[config.mk]
export PLATFORM = sky130hd
export DESIGN_NAME = vga_pixel_out
export DESIGN_NICKNAME = d
export VERILOG_FILES = /design/src/rtl/vga_pixel_out.sv
export SDC_FILE = /design/constraint.sdc
export NUM_CORES = 1
export LEC_CHECK = 0
export ABC_AREA = 1
export ABC_CLOCK_PERIOD_IN_PS = 2700
export CAP_MARGIN = 20
export CORE_ASPECT_RATIO = 1.2
export CORE_MARGIN = 3
export CORE_UTILIZATION = 45
export CTS_CLUSTER_SIZE = 20
export DETAILED_ROUTE_END_ITERATION = 12
export HOLD_SLACK_MARGIN = 0.02
export MAX_ROUTING_LAYER = met4
export PLACE_DENSITY = 0.81
export SKIP_LAST_GASP = 1
export SLEW_MARGIN = 25
export SYNTH_ARGS = -nofsm -noshare
export SYNTH_HDL_FRONTEND = slang
export SYNTH_SLANG_ARGS = --single-unit
[constraint.sdc]
create_clock -name clk -period 2.7 [get_ports clk]
set_clock_uncertainty 0.15 [all_clocks]
set_input_delay 0.54 -clock clk [delete_from_list [all_inputs] [get_ports clk]]
set_output_delay 0.54 -clock clk [all_outputs]
set_load 0.01 [all_outputs]
[src/rtl/vga_pixel_out.sv]
//------------------------------------------------------------------------------
// vga_pixel_out
//
// Terminal stage of the VGA pipeline. Generates 640x480@60 raster timing on
// the pixel clock, publishes the current raster position to every drawing
// object, and drives the DAC pins.
//
// Pixel (x,y) travels through the design as follows:
//   cycle t           : pixelX/pixelY = (x,y) are issued to the drawing objects
//   cycle t+PIPE_DELAY: the matching colour returns on RGBIn
//   edge  t+PIPE_DELAY+1: the output register loads the colour and the
//                         delayed sync/blank flags, so every pin changes together
//
// The sync/blank flags go through a PIPE_DELAY-deep shift register so that
// they line up with the colour returning from upstream.
//
// Ports:
//   clk          in   pixel clock (25 MHz)
//   resetN       in   asynchronous, active-low reset
//   RGBIn        in   [7:0] colour from the objects mux, {R[2:0],G[2:0],B[1:0]}
//   pixelX       out  [10:0] current horizontal counter
//   pixelY       out  [10:0] current vertical counter
//   startOfFrame out  one-clock pulse in the cycle the counters return to (0,0)
//   vgaR/G/B     out  [3:0] colour to the DAC, forced to 0 outside the active area
//   vgaHS        out  horizontal sync, active low
//   vgaVS        out  vertical sync, active low
//   vgaBlankN    out  high while an active pixel is on the pins
//
// PIPE_DELAY is legal in 1..4. Counters are 11 bits wide, so horizontal and
// vertical totals must not exceed 2047.
//------------------------------------------------------------------------------
module vga_pixel_out #(
    parameter int H_ACTIVE   = 640,
    parameter int H_FP       = 16,
    parameter int H_SYNC     = 96,
    parameter int H_BP       = 48,
    parameter int V_ACTIVE   = 480,
    parameter int V_FP       = 10,
    parameter int V_SYNC     = 2,
    parameter int V_BP       = 33,
    parameter int PIPE_DELAY = 1
) (
    input  logic        clk,
    input  logic        resetN,
    input  logic [7:0]  RGBIn,
    output logic [10:0] pixelX,
    output logic [10:0] pixelY,
    output logic        startOfFrame,
    output logic [3:0]  vgaR,
    output logic [3:0]  vgaG,
    output logic [3:0]  vgaB,
    output logic        vgaHS,
    output logic        vgaVS,
    output logic        vgaBlankN
);

    //--------------------------------------------------------------------------
    // Raster geometry, pre-cast to counter width so all compares are 11 bits
    //--------------------------------------------------------------------------
    localparam int H_TOTAL = H_ACTIVE + H_FP + H_SYNC + H_BP;
    localparam int V_TOTAL = V_ACTIVE + V_FP + V_SYNC + V_BP;

    localparam logic [10:0] H_LAST       = 11'(H_TOTAL - 1);
    localparam logic [10:0] V_LAST       = 11'(V_TOTAL - 1);
    localparam logic [10:0] H_ACT_END    = 11'(H_ACTIVE);
    localparam logic [10:0] V_ACT_END    = 11'(V_ACTIVE);
    localparam logic [10:0] H_SYNC_START = 11'(H_ACTIVE + H_FP);
    localparam logic [10:0] H_SYNC_END   = 11'(H_ACTIVE + H_FP + H_SYNC);
    localparam logic [10:0] V_SYNC_START = 11'(V_ACTIVE + V_FP);
    localparam logic [10:0] V_SYNC_END   = 11'(V_ACTIVE + V_FP + V_SYNC);

    // Timing flags carried alongside the pixel. Syncs are active-high here;
    // the pin polarity inversion happens only in the output register.
    typedef struct packed {
        logic active;
        logic hs;
        logic vs;
    } flags_t;

    localparam flags_t FLAGS_IDLE = '{active: 1'b0, hs: 1'b0, vs: 1'b0};

    //--------------------------------------------------------------------------
    // Raster counters
    //--------------------------------------------------------------------------
    logic [10:0] h_count;
    logic [10:0] v_count;
    logic        h_at_end;
    logic        v_at_end;

    assign h_at_end = (h_count == H_LAST);
    assign v_at_end = (v_count == V_LAST);

    // NOTE: sequential state uses non-blocking assignments only, so every
    // register samples the values from before the edge regardless of the
    // order in which the simulator evaluates the always blocks.
    always_ff @(posedge clk or negedge resetN) begin
        if (!resetN) begin
            h_count <= '0;
            v_count <= '0;
        end else if (h_at_end) begin
            h_count <= '0;
            // The line advances on the same edge the horizontal counter wraps.
            if (v_at_end) begin
                v_count <= '0;
            end else begin
                v_count <= v_count + 11'd1;
            end
        end else begin
            h_count <= h_count + 11'd1;
        end
    end

    // Drawing objects see the counters directly, with no extra register.
    assign pixelX = h_count;
    assign pixelY = v_count;

    // Registered so the pulse lands in the cycle the counters read (0,0).
    always_ff @(posedge clk or negedge resetN) begin
        if (!resetN) begin
            startOfFrame <= 1'b0;
        end else begin
            startOfFrame <= h_at_end && v_at_end;
        end
    end

    //--------------------------------------------------------------------------
    // Raw timing decode for the pixel currently being issued
    //--------------------------------------------------------------------------
    flags_t raw_flags;

    // NOTE: every output of a combinational block gets a default value first,
    // so no path through the block can leave it unassigned and infer a latch.
    always_comb begin
        raw_flags        = FLAGS_IDLE;
        raw_flags.active = (h_count < H_ACT_END) && (v_count < V_ACT_END);
        raw_flags.hs     = (h_count >= H_SYNC_START) && (h_count < H_SYNC_END);
        raw_flags.vs     = (v_count >= V_SYNC_START) && (v_count < V_SYNC_END);
    end

    //--------------------------------------------------------------------------
    // Flag delay line: matches the upstream colour latency
    //--------------------------------------------------------------------------
    flags_t dly_q [PIPE_DELAY];
    flags_t dly_tail;

    // NOTE: this storage array is reset on purpose: its last stage feeds the
    // pins, and a reset must take effect immediately with syncs deasserted and
    // blank active, leaving no stale pulse to drain out after release.
    always_ff @(posedge clk or negedge resetN) begin
        if (!resetN) begin
            for (int i = 0; i < PIPE_DELAY; i++) begin
                dly_q[i] <= FLAGS_IDLE;
            end
        end else begin
            dly_q[0] <= raw_flags;
            for (int i = 1; i < PIPE_DELAY; i++) begin
                dly_q[i] <= dly_q[i-1];
            end
        end
    end

    assign dly_tail = dly_q[PIPE_DELAY-1];

    //--------------------------------------------------------------------------
    // Colour expansion 3:3:2 -> 4:4:4
    //--------------------------------------------------------------------------
    // Replicating the top bits stretches each channel across the full 4-bit
    // range: a saturated input drives 4'hF, and black stays black.
    logic [2:0] in_r;
    logic [2:0] in_g;
    logic [1:0] in_b;
    logic [3:0] exp_r;
    logic [3:0] exp_g;
    logic [3:0] exp_b;

    assign in_r  = RGBIn[7:5];
    assign in_g  = RGBIn[4:2];
    assign in_b  = RGBIn[1:0];
    assign exp_r = {in_r, in_r[2]};
    assign exp_g = {in_g, in_g[2]};
    assign exp_b = {in_b, in_b};

    //--------------------------------------------------------------------------
    // Output register: colour and delayed flags change on the same edge
    //--------------------------------------------------------------------------
    always_ff @(posedge clk or negedge resetN) begin
        if (!resetN) begin
            vgaR      <= '0;
            vgaG      <= '0;
            vgaB      <= '0;
            vgaHS     <= 1'b1;
            vgaVS     <= 1'b1;
            vgaBlankN <= 1'b0;
        end else begin
            vgaBlankN <= dly_tail.active;
            vgaHS     <= ~dly_tail.hs;
            vgaVS     <= ~dly_tail.vs;
            // Outside the visible area the DAC must see black, whatever the
            // objects mux happens to return.
            if (dly_tail.active) begin
                vgaR <= exp_r;
                vgaG <= exp_g;
                vgaB <= exp_b;
            end else begin
                vgaR <= '0;
                vgaG <= '0;
                vgaB <= '0;
            end
        end
    end

endmodule

==> key figures <==
Status
  – Status: finished clean

Critical path
  – Critical path startpoint category: flip-flop
  – CP peak stage delay: 580 ps
  – Path type of the worst setup path: flip-flop to primary output
  – Buffers & Inverters on Critical Path: 1
  – Critical Path RT: 2010 ps
  – Top delay family on crit path: buffers and inverters
  – Crit-path cells: clkdlybuf4s50_1
  – Critical path peak fanout: 6
  – Critical Path AT: 1330 ps
  – Worst R2R Setup Slack: 1010 ps
  – Worst Setup End Kind: primary output
  – CP max-delay cell: clkdlybuf4s50_1

STA
  – Max Slew Vio Count: 0
  – Fmax: 494 MHz
  – Setup violators final: 0
  – Final hold slack: 203 ps
  – Sum of negative setup slack: 0 ps
  – Final Critical Period: 2020 ps
  – Slew HR: 70.2%
  – RSZ-0062 raised after global routing: false
  – Slew @ Worst Pin: 447 ps
  – Tcrit/Tclk final: 75.0%
  – Hold Violations, Final: 0

Final layout
  – Ant. Diodes: 0
  – Total of fill cells in the finished design: 294
  – Area Overhead vs Synth: 31.2%
  – Area of the multi-input gates: 699 µm²
  – Most common cell after layout, fill and taps aside: clkdlybuf4s50_1
  – Commonest cells after routing, fill and taps aside: clkdlybuf4s50_1 (47), nand2_1 (40), dfrtp_1 (35), inv_1 (33)
  – Final net count: 264
  – Register area: 928 µm²
  – Layout cells sized above 1: 11.9%

Die
  – Cell row count: 24
  – Die area: 4860 µm²
  – Initial Utilization: 48.6%
  – Core ar.: 3750 µm²
  – Die Width: 64.1 µm
  – Die Height: 75.7 µm
  – Boundary pin count: 48

CTS
  – Hold buffer count at cts: 0
  – Post-CTS sizing: 0
  – CTS root buf: clkbuf_8
  – CTS buffer count: 5
  – Clock latency on the worst-skew pair: 280 ps
  – Total clock sinks: 37
  – Clock Path Buffers: 2
  – CTS tree: yes
  – Post-CTS setup buffers: 0
  – CTS H-tree depth: 2
  – Clk pin slew, worst setup/hold paths: 70 ps

Place
  – Detailed placement HPWL: 2.77 mm
  – IO buf count: 47
  – Final GP Congestion: 0.858

Routing
  – Vias: 1456
  – Number of vias per cell: 4.79
  – Routed WL per cell: 12.2 µm
  – WL final: 3.70 mm
  – DRC viols: 0
  – Drt first pass iters: 4
  – Antenna Nets Post-Route: 0
  – DR iter-0 viols: 57

Min path
  – Hold/Removal Path Class: flip-flop to flip-flop

GRT
  – Top Usage Layer GRT: met2
  – Met2 Use GR: 30.2%
  – Gr ovfl total: 0
  – Largest net degree at the start of global routing: 38
  – Wire length of the first global-routing pass: 6.43 mm
  – Met1 usage: 20.5%
  – Vias in the first global route: 1451
  – Tot GR Track Use: 17.8%
  – GR Util met3: 4.57%
  – Initial antenna violation count: 0

Yosys
  – Yosys reg bits: 37
  – Synth warn: 0
  – Post-synth cell types: 32
  – Top FF cell, synth: dfrtp_1
  – Largest area contributor in the netlist: dfrtp_1
  – Sequential area share after synthesis: 50.9%
  – Net Count, Synth: 216
  – Synth Area per Inst: 8.99 µm²
  – Area contributors post-synth: dfrtp_1 (48%), nand2_1 (8.2%), inv_1 (6.8%)
  – Number of flops mapped to enable cells by yosys: 0
  – Asr flop ratio synth: 100%
  – Post-synth top area share: 48.0%
  – Cell area after synthesis: 1820 µm²
  – Gate Count Post-Synth: 203

Power
  – Cell Pwr Density: 409 nW/µm²
  – Max VDD drop: 0.199 mV
  – Pleak: 1.17 nW

Flow run
  – Max cap viols: 0
layout make-up:
cell class	count	share of cell area [%]
clock buffer	6	3.03
clock inverter	2	0.418
inverter	36	5.85
sequential	37	38.8
tap	52	2.72
timing repair buffer	48	20.0
multi-input combinational	123	29.2
report_power, final:
group | switching [mW] | internal, mW | leakage [nW] | total, mW
registers | 0.00235 | 0.560 | 0.467 | 0.563
logic | 0.0228 | 0.0295 | 0.660 | 0.0523
clock network | 0.185 | 0.179 | 0.0450 | 0.364
through the flow:
stage	std cells	instance area (µm²)	power, mW	utilization (%)	setup WS (ps)
final	304	2390	0.979	63.8	675
after floorplan	203	1820	0.587	-	1180
after global placement	296	2310	0.624	61.6	980
after global routing	304	2390	1.03	63.8	606
after CTS	304	2390	0.992	63.8	659
after detailed placement	296	2310	0.627	61.6	973
final timing paths:
check                           from        end  depth (start not counted)
setup reg to reg           pixelX[0]  pixelY[8]                          7
setup / recovery           pixelY[5]  pixelY[5]                          1
hold / removal              dly_q[0]      vgaVS                          1
max in group asynchronous     resetN      vgaHS                          2
min in group asynchronous     resetN    vgaG[2]                          2
hold reg to reg             dly_q[0]      vgaVS                          1
synth_stat cells, types with 4 or more instances:
cell type,count
nand2_1,40
dfrtp_1,35
nor2_2,6
nand4_1,9
nand3_1,15
xor2_1,7
o21ai_1,4
inv_1,33
buf_4,4
nor2_1,15
logic make-up after synthesis:
kind of cell / Yosys count / synth area share (%)
AOI/OAI and AO/OA: 10 / 2.95
xor gates and xnor gates: 9 / 4.73
adders and majority gates: 3 / 2.06
buffers and inverters: 43 / 10.8
DFF: 37 / 50.9
and+or+nand+nor: 101 / 28.6
sequential cells by signal (all words and copies together) (netlist names):
name          flops
pixelY           11
vgaB              2
pixelX           11
vgaHS             1
vgaR              3
vgaG              3
dly_q             3
vgaBlankN         1
vgaVS             1
startOfFrame      1
layer usage:
| metal | up-vias | share of wire (%) | wire [µm] |
|---|---|---|---|
| met5 | - | 0 | 0 |
| met4 | 0 | 1.6 | 59 |
| met3 | 6 | 5.3 | 196 |
| met2 | 54 | 49 | 1800 |
| met1 | 667 | 45 | 1650 |
| li1 | 729 | - | - |
Power figures use the tool's default switching activity.
